### src/rtl/ms_pkg.sv
`default_nettype none
// ============================================================================
// ms_pkg: shared width default and saturation bounds for mid/side inverse
// Rev 1.0
// ============================================================================
package ms_pkg;

    localparam int c_DATA_W_DEFAULT = 16;

    // Bounds are returned wide; callers cast to their own DATA_W+1 width.
    function automatic logic signed [63:0] sat_max(input int width);
        return (64'sd1 <<< (width - 1)) - 64'sd1;
    endfunction

    function automatic logic signed [63:0] sat_min(input int width);
        return -(64'sd1 <<< (width - 1));
    endfunction

endpackage : ms_pkg
`default_nettype wire

### src/rtl/ms_sat_addsub.sv
`default_nettype none
// ============================================================================
// ms_sat_addsub: combinational a+b or a-b with symmetric signed saturation
// Rev 1.0
// ============================================================================
module ms_sat_addsub
    import ms_pkg::*;
#(
    parameter int DATA_W = c_DATA_W_DEFAULT
) (
    input  logic signed [DATA_W-1:0] a,
    input  logic signed [DATA_W-1:0] b,
    input  logic                     sub,
    output logic signed [DATA_W-1:0] y,
    output logic                     ovf
);

    localparam logic signed [DATA_W:0] c_SAT_MAX = (DATA_W+1)'(sat_max(DATA_W));
    localparam logic signed [DATA_W:0] c_SAT_MIN = (DATA_W+1)'(sat_min(DATA_W));

    logic signed [DATA_W:0] w_a_ext;
    logic signed [DATA_W:0] w_b_ext;
    logic signed [DATA_W:0] w_res;

    // One guard bit makes the exact sum/difference unable to wrap.
    assign w_a_ext = {a[DATA_W-1], a};
    assign w_b_ext = {b[DATA_W-1], b};
    assign w_res   = sub ? (w_a_ext - w_b_ext) : (w_a_ext + w_b_ext);

    always_comb begin
        y   = w_res[DATA_W-1:0];
        ovf = 1'b0;
        if (w_res > c_SAT_MAX) begin
            y   = c_SAT_MAX[DATA_W-1:0];
            ovf = 1'b1;
        end else if (w_res < c_SAT_MIN) begin
            y   = c_SAT_MIN[DATA_W-1:0];
            ovf = 1'b1;
        end
    end

endmodule : ms_sat_addsub
`default_nettype wire

### src/rtl/mid_side_inverse.sv
`default_nettype none
// ============================================================================
// mid_side_inverse: registered M/S -> L/R reconstruction with bypass mode
// Rev 1.0
// ============================================================================
module mid_side_inverse
    import ms_pkg::*;
#(
    parameter int DATA_W = c_DATA_W_DEFAULT
) (
    input  logic                     clk,
    input  logic                     rst,
    input  logic                     ce,
    input  logic                     enable,
    input  logic signed [DATA_W-1:0] mid,
    input  logic signed [DATA_W-1:0] side,
    output logic signed [DATA_W-1:0] L,
    output logic signed [DATA_W-1:0] R,
    output logic                     sat_l,
    output logic                     sat_r
);

    logic signed [DATA_W-1:0] w_sum;
    logic signed [DATA_W-1:0] w_diff;
    logic                     w_sum_ovf;
    logic                     w_diff_ovf;

    logic signed [DATA_W-1:0] r_l;
    logic signed [DATA_W-1:0] r_r;
    logic                     r_sat_l;
    logic                     r_sat_r;

    ms_sat_addsub #(.DATA_W(DATA_W)) u_add_l (
        .a   (mid),
        .b   (side),
        .sub (1'b0),
        .y   (w_sum),
        .ovf (w_sum_ovf)
    );

    ms_sat_addsub #(.DATA_W(DATA_W)) u_sub_r (
        .a   (mid),
        .b   (side),
        .sub (1'b1),
        .y   (w_diff),
        .ovf (w_diff_ovf)
    );

    always_ff @(posedge clk) begin
        if (rst) begin
            r_l     <= '0;
            r_r     <= '0;
            r_sat_l <= 1'b0;
            r_sat_r <= 1'b0;
        end else if (ce) begin
            if (enable) begin
                r_l     <= w_sum;
                r_r     <= w_diff;
                r_sat_l <= w_sum_ovf;
                r_sat_r <= w_diff_ovf;
            end else begin
                r_l     <= mid;
                r_r     <= side;
                r_sat_l <= 1'b0;
                r_sat_r <= 1'b0;
            end
        end
    end

    assign L     = r_l;
    assign R     = r_r;
    assign sat_l = r_sat_l;
    assign sat_r = r_sat_r;

endmodule : mid_side_inverse
`default_nettype wire

### config.mk
export PLATFORM = sky130hd
export DESIGN_NAME = mid_side_inverse
export DESIGN_NICKNAME = d
export VERILOG_FILES = /design/src/rtl/ms_pkg.sv /design/src/rtl/ms_sat_addsub.sv /design/src/rtl/mid_side_inverse.sv
export SDC_FILE = /design/constraint.sdc
export NUM_CORES = 1
export LEC_CHECK = 0
export CORE_MARGIN = 8
export CORE_UTILIZATION = 29
export DETAILED_ROUTE_END_ITERATION = 12
export GPL_TIMING_DRIVEN = 0
export RECOVER_POWER = 50
export SYNTH_ARGS = -nofsm -noshare
export SYNTH_HDL_FRONTEND = slang
export SYNTH_SLANG_ARGS = --single-unit
### constraint.sdc
create_clock -name clk -period 3 [get_ports clk]
set_input_delay 0.9 -clock clk [delete_from_list [all_inputs] [get_ports clk]]
set_output_delay 0.9 -clock clk [all_outputs]
set_load 0.01 [all_outputs]
# After elaboration in Yosys (flattened, before gate mapping)

Index checks and enable logic that the tools add are counted.
Widths: inputs -> output; s select.

Multipliers: 0
Bitwise gates (word level): 0
Shifts and indexed selects: 0
Equality and inequality tests: 0
Order comparisons: 4
Reduce and logical (&&, ||, !) cells: 0
Add/subtract/negate cells: 2
Mux-type cells: 12
Div/mod/pow operators: 0

Operator list:

| operator             | number |
|---|---|
| $mux 16              | 6 |
| $gt 17x16->1 const B | 2 |
| $lt 17x16->1 const B | 2 |
| $add 16x16->17       | 1 |
| $sub 16x16->17       | 1 |
| $mux 1               | 6 |

Input bits: 36
Word-level logic and storage cells: 22
Memories kept: 0
RAM bits: 0
Latch bits: 0
ROM bits: 0
Bits in registers: 34

# Depth between registers and ports, before layout

Gate-level depths: netlist of the first run.

Depth after elaboration: 5
Gate-level depth with buffers: 12

# Hierarchy

A second synthesis of the first run with hierarchy kept.

Cells, all modules: 526
Area total of the unflattened synthesis: 4,224.1 um^2

Modules (own cells, without submodules):

| module           | seq. area each (um^2) | instances | area an instance (um^2) | cells an instance |
|---|---|---|---|---|
| ms_sat_addsub    | 0.0                   | 2         | 1,348.8                 | 186 |
| mid_side_inverse | 680.7                 | 1         | 1,526.5                 | 154 |

# Worst setup path before layout of the first run

Ideal clock, no wire load.

Path kind: input -> register
Start point: in mid[0]
End point: reg r_r[1], in the netlist R[1]
Arrival: 3,160 ps
Stages: 12
Slack: -249 ps
Path buffers: 2
Data required time: 2,912 ps
Setup time: 88 ps
Cell sequence: inv_1 > ha_1 > fa_1 > and2b_1 > o2111a_1 > o2111ai_1 > a21o_1 > and2_1 > buf_2 > or2_4 > buf_6 > a311oi_2

Word-level cells in the longest chain between the ends: 5
Elaborated cells between the ends (all ways): 6
Classes of those cells: 1 x add/sub; 2 x order compare; 3 x mux

RTL lines:

| what                   | line                   | text |
|---|---|---|
| start: declaration     | mid_side_inverse.sv:15 | `input logic signed [DATA_W-1:0] mid,` |
| $sub 16x16->17 (*)     | ms_sat_addsub.sv:28    | `assign w_res = sub ? (w_a_ext - w_b_ext) : (w_a_ext + w_b_ext);` |
| $lt 17x16->1           | ms_sat_addsub.sv:36    | `end else if (w_res < c_SAT_MIN) begin` |
| $mux 16                | ms_sat_addsub.sv:36    |  |
| $mux 16 (*)            | ms_sat_addsub.sv:33    | `if (w_res > c_SAT_MAX) begin` |
| $mux 16 (*)            | mid_side_inverse.sv:56 | `if (enable) begin` |
| end signal: assignment | mid_side_inverse.sv:58 | `r_r <= w_diff;` |
| end signal: assignment | mid_side_inverse.sv:63 | `r_r <= side;` |
| end: declaration       | mid_side_inverse.sv:29 | `logic signed [DATA_W-1:0] r_r;` |

Every way passes the cells marked *; elsewhere a longest branch is shown, timed or not.
A chain may end at the register's enable or synchronous reset.

# Final worst setup path of the first run

Start point: in mid[0]
End point: reg r_r[7], in the netlist R[7]

The elaborated chain is that of the path after synthesis.

==> reports/qor.csv, run 1 <==
metric;value;unit
setup_viol;20;
placed_area;4470;µm²
cp.arrival;3.27;ns
first_iter_violations;383;
status;finished with violations;
synth-main-ff-cell;dfxtp_1;
ys_seq_area_share;19.2;%
gp_congestion;0.882;
htreeDepth;2;
grt_setup_unrepaired;yes;
cp-start-kind;primary input;
stdcell_area;5720;µm²
vias;4131;
grt_pass1_vias;4176;
cts.sinks;34;
antenna_cells;0;
rows;40;
detail-route-antenna-nets;0;
routed_via_density;5.58;
gr-total-overflow;0;
clockBufferDepth;2;
hp-class;flop to flop;
finalCritPeriodShare;102;%
numCtsBuffers;5;
crit_fanout;5;
die_x;127;µm
hold_viol;0;
wire_per_inst;20.9;µm
tightest_slew;0.882;ns
synth_area_per_cell;7.71;µm²
syn-num-nets;529;
grtUsageTotal;18.6;%
yosysMostFrequentCell;nor2_1;
hp-start;sat_r$_SDFFE_PP0P_;
portBuffers;68;
synth-edff-count;0;
clk_latency;0.29;ns
synthesis.area;3540;µm²
holdWs;0.470;ns
required;3.20;ns
cts_tree;yes;
die_area;16000;µm²
endpoint_kind;flop;
yosysTopAreaCell;dfxtp_1;
cellPowerDensity;422;nW/µm²
r2r-start;R[12]$_SDFFE_PP0P_;
fmax;326;MHz
ir_drop;0.000221;V
synth_area_leaders;dfxtp_1 19%, ha_1 11%, nor2_1 6.6%, o21ai_0 3.8%, a211oi_1 3.4%;
wirelength;15.5;mm
antenna_found_initial;0;
grt_first_pass_wirelength;23.5;mm
fin_setup_tns;-0.778;ns
criticalPathCategory;primary input to flop;
startpoint;mid[0];
grt_start_max_net_pins;13;
synthCells;459;
yosys_warnings;0;
layout_min_cycle_time;3.07;ns
place_hpwl;10.1;mm
violations;setup timing;
cap_violations;0;
ys_ff_latch;34;
async_flop_share;0;%
coreArea;12000;µm²
clock_skew;0;ns
leakage;2.29;nW
yosysTopAreaCellShare;19.2;%
area_growth;61.6;%
drt-pass1-iter-count;5;
synth.distinct_cells;70;
drive_above_1_share;37.8;%
root_buffer;clkbuf_16;
io_pins;70;
finalMaxSlewViolations;0;
start_util;29.6;%
synthTopCellsByCount;62 x nor2_1, 34 x dfxtp_1, 32 x ha_1, 32 x inv_1, 27 x o21ai_0;
fp.dieH;127;µm
path_clk_slew;0.06;ns
drc;0;
nets;662;
slew_headroom;41.2;%
setup_ws;-0.0697;ns
## worst paths after layout
kind,to,slack (ns),depth (start not counted)
worst max-delay path,R[7]$_SDFFE_PP0P_,-0.07,12
worst min-delay path,sat_r$_SDFFE_PP0P_,0.47,2
worst max register to register,R[12]$_SDFFE_PP0P_,1.97,5
worst min register to register,sat_r$_SDFFE_PP0P_,0.47,2
## layer usage
layer  GRT usage (%)  up-vias  part of all wire [%]
li1                -     1935                     -
met1            22.9     1985                    42
met2            30.4      176                    48
met3            3.64       35                   7.4
met4            9.20        0                   3.0
met5               0        -                     0
## cells by family (layout without fill, tap and decap cells)
family / Yosys count / in the layout / share of synthesized area, %
and+or+nand+nor: 144 / 144 / 19.9
DFF: 34 / 34 / 19.2
buffers and inverters: 68 / 202 / 8.80
muxes: 2 / 2 / 0.565
AOI/OAI and AO/OA: 152 / 152 / 32.8
xor gates and xnor gates: 21 / 21 / 5.19
adders and majority gates: 38 / 38 / 13.6
## through the flow
stage / util [%] / setup slack (ns) / instances / power, mW
final: 47.8 / -0.0697 / 740 / 2.42
after global routing: 47.8 / -0.159 / 740 / 2.51
after CTS: 45.7 / -0.0681 / 726 / 2.33
after detailed placement: 37.3 / -1.33 / 674 / 1.38
after global placement: 37.3 / -1.29 / 674 / 1.38
after floorplan: - / -0.161 / 459 / 1.07
## report_power, final
part,internal (mW),switching [mW]
clock network,0.478,0.233
logic,0.567,0.613
registers,0.498,0.0268
## worst max-delay path: stages
cell and delay [ns]:
buf_12 0.09, inv_8 0.03, ha_4 0.15, fa_2 0.37, and2b_2 0.23, o2111a_2 0.26, o2111ai_4 0.15, a21o_1 0.21
and2_4 0.15, or2_4 0.29, buf_8 0.16, a311oi_2 0.26
## registers in the layout (all words and copies together) (netlist names)
name and count:
R 16, sat_r 1, L 16, sat_l 1
## what timing repair did
item / 4_1_cts / 5_1_grt
pin swaps: 49 / 38
gates resized for setup: 237 / 48
endpoints found under the setup margin: 34 / 34
buffers inserted: 43 / 17
hold buffers: 0 / 0
gates cloned: 3 / 0
## area by class of cell
class / instances / area [µm²]
Tap cell: 147 / 184
Multi-Input combinational cell: 357 / 3110
Sequential cell: 34 / 681
Clock inverter: 3 / 68.8
Timing Repair Buffer: 131 / 1200
Buffer: 30 / 210
Clock buffer: 5 / 125
Fill cell: 1118 / 6240
Inverter: 33 / 144
## placed cells by master, fill, tap and decap left out, drive strengths merged, types with 4 or more instances in the layout
master         Yosys  final
a211o              4      4
xnor2             12     12
a221oi             4      4
o21a               6      6
a311oi             9      9
maj3               4      4
nand2b             9      9
a21oi             20     20
a211oi            16     16
xor2               9      9
dlygate4sd3        0     19
or3                4      4
ha                32     32
o22ai              7      7
o21ai             28     28
clkdlybuf4s50      0     19
a31oi              9      9
clkdlybuf4s15      0      4
dfxtp             34     34
nand3              6      6
and3               5      5
nor3              12     12
inv               33     33
nor4               6      6
buf               16     96
nor2              62     62
nor2b              9      9
clkbuf            19     27
a21o               9      9
nand2             20     20
o31ai             12     12
Note: power is estimated with default switching activity, not from simulation.
==> run 2: changes to the inputs <==
--- a/config.mk
+++ b/config.mk
@@ -9,6 +9,7 @@
 export CORE_UTILIZATION = 29
 export DETAILED_ROUTE_END_ITERATION = 12
 export GPL_TIMING_DRIVEN = 0
+export HOLD_SLACK_MARGIN = 0.12
 export RECOVER_POWER = 50
 export SYNTH_ARGS = -nofsm -noshare
 export SYNTH_HDL_FRONTEND = slang
==> results of run 2 <==
No change in the layout: final DEF, timing and power equal those of run 1.
==> run 3: changes to the inputs <==
--- a/config.mk
+++ b/config.mk
@@ -9,7 +9,7 @@
 export CORE_UTILIZATION = 29
 export DETAILED_ROUTE_END_ITERATION = 12
 export GPL_TIMING_DRIVEN = 0
-export HOLD_SLACK_MARGIN = 0.12
+export HOLD_SLACK_MARGIN = 0.06
 export RECOVER_POWER = 50
 export SYNTH_ARGS = -nofsm -noshare
 export SYNTH_HDL_FRONTEND = slang
==> constraint.sdc (replaced) <==
create_clock -name clk -period 3 [get_ports clk]
set_input_delay 0.3 -clock clk [delete_from_list [all_inputs] [get_ports clk]]
set_output_delay 0.3 -clock clk [all_outputs]
set_load 0.01 [all_outputs]
==> run 3 against run 2 <==
The flow now finishes without violations; largest power group unchanged; design area shrank 12%; clock power fell by 23%; first-iteration DRC count down 13%; combinational power is 21% lower; largest cell class unchanged; die area unchanged.
==> reports/qor.csv, run 3 (synthesis results as in run 1) <==
metric;value;unit
layout_commonest_cell;nor2_1;
p_switching;755;µW
required;3.13;ns
pre_cts_ws;-0.632;ns
grt-busiest-layer;met2;
hp-class;primary input to flop;
status;finished, final reports clean;
path_clk_slew;0.06;ns
cp.arrival;3.10;ns
nFillCells;1222;
vias;3900;
power_frac_clock;27.2;%
clockBufferDepth;2;
slew_headroom;45.4;%
htreeDepth;2;
clk_latency;0.28;ns
r2r_cells;5;
final_cell_mix;61 x nor2_1, 34 x dfxtp_1, 33 x dlygate4sd3_1;
ir_drop;0.000177;V
dpl.cell_count;674;
leakage;2.18;nW
grt_start_max_net_pins;12;
portBuffers;68;
intPower;1.24;mW
combPwrFrac;46.5;%
root_buffer;clkbuf_16;
die_area;16000;µm²
finalCritPeriodShare;99.2;%
fin_setup_tns;0;ns
setup_viol;0;
p_seq_share;26.3;%
wirelength;14.0;mm
p_sw_share;37.8;%
finalMaxSlewViolations;0;
hold_viol;0;
endpoint_kind;flop;
setup_ws;0.0233;ns
fp.dieH;127;µm
tightest_slew;0.818;ns
use_met1;21.1;%
whs_path_depth;3;
grt_first_pass_wirelength;21.3;mm
area_growth;41.7;%
wire_per_inst;20.0;µm
drc;0;
fmax;336;MHz
grtUsageTotal;16.9;%
drive_above_1_share;18.4;%
grt_use_met2;27.9;%
grt_pass1_vias;3905;
cap_violations;0;
gp_congestion;0.874;
detail-route-antenna-nets;0;
clock_skew;0;ns
gr-total-overflow;0;
rows;40;
grt_use_met3;2.47;%
first_iter_violations;332;
cts.sinks;34;
start_util;29.6;%
place_hpwl;10.1;mm
coreArea;12000;µm²
io_pins;70;
cellPowerDensity;398;nW/µm²
die_x;127;µm
antenna_found_initial;0;
holdWs;0.459;ns
routed_via_density;5.57;
nets;622;
layout_min_cycle_time;2.98;ns
criticalPathCategory;primary input to flop;
ctsHoldBuffers;0;
antenna_cells;0;
crit_fanout;10;
numCtsBuffers;5;
cts_tree;yes;
layoutNonFillerInstCount;700;
cp-start-kind;primary input;
drt-pass1-iter-count;5;
run 3: changes by cell type in the layout (fill, tap and decap cells not counted), sizes merged:
cell           change
clkbuf             -1
bufinv             -2
clkdlybuf4s15      -4
dlygate4sd2        +3
dlymetal6s2s      +19
clkinvlp           +1
dlygate4sd3       +14
buf               -63
clkdlybuf4s50      -7
run 3: critical path: stages:
cell and delay, ns:
clkdlybuf4s50_1 0.59, ha_4 0.25, clkbuf_2 0.24, a21o_1 0.21
a211oi_1 0.48, a21o_1 0.22, o2111a_1 0.59, or3_1 0.19
a31oi_1 0.04
run 3: cell type report:
cell class                      instances  area, µm²  area share (%)
Multi-Input combinational cell        357       2790            55.7
Timing Repair Buffer                   87        878            17.5
Sequential cell                        34        681            13.6
Buffer                                 34        206            4.11
Tap cell                              147        184            3.67
Clock buffer                            6        139            2.77
Inverter                               33        124            2.47
Clock inverter                          2       12.5           0.249
run 3: stage by stage:
step           instance area, µm²  power, mW  utilization [%]
2_1_floorplan                3540       1.06                -
4_1_cts                      4730       1.95             39.5
6_report                     5020       2.00             41.9
3_3_place_gp                 4410       1.36             36.8
3_5_place_dp                 4410       1.37             36.8
5_1_grt                      5020       2.10             41.9
run 3: power groups by stage:
| stage | combinational [mW] | clock [mW] | sequential [mW] |
|---|---|---|---|
| after floorplan | 0.506 | 0 | 0.552 |
| after global placement | 0.824 | 0 | 0.536 |
| after detailed placement | 0.830 | 0 | 0.537 |
| after CTS | 0.881 | 0.539 | 0.528 |
| after global routing | 1.00 | 0.563 | 0.532 |
| final | 0.928 | 0.544 | 0.525 |
run 3: worst paths after layout:
path	slack (ns)	endpoint	startpoint
hold / removal	0.46	L[0]$_SDFFE_PP0P_	mid[0]
setup reg to reg	1.98	R[12]$_SDFFE_PP0P_	R[12]$_SDFFE_PP0P_
hold reg to reg	0.47	sat_r$_SDFFE_PP0P_	sat_r$_SDFFE_PP0P_
setup / recovery	0.02	R[8]$_SDFFE_PP0P_	mid[7]
run 3: what timing repair did:
action | in CTS | in global routing
pin swaps | 9 | 16
buffers inserted | 8 | 10
endpoints found under the setup margin | 31 | 28
cloned | 1 | 0
resized for setup | 31 | 47
run 3: per-layer routing:
layer	vias up	share of wire (%)
li1	1854	-
met1	1859	43
met2	149	46
met3	38	7.0
met4	0	3.4
met5	-	0
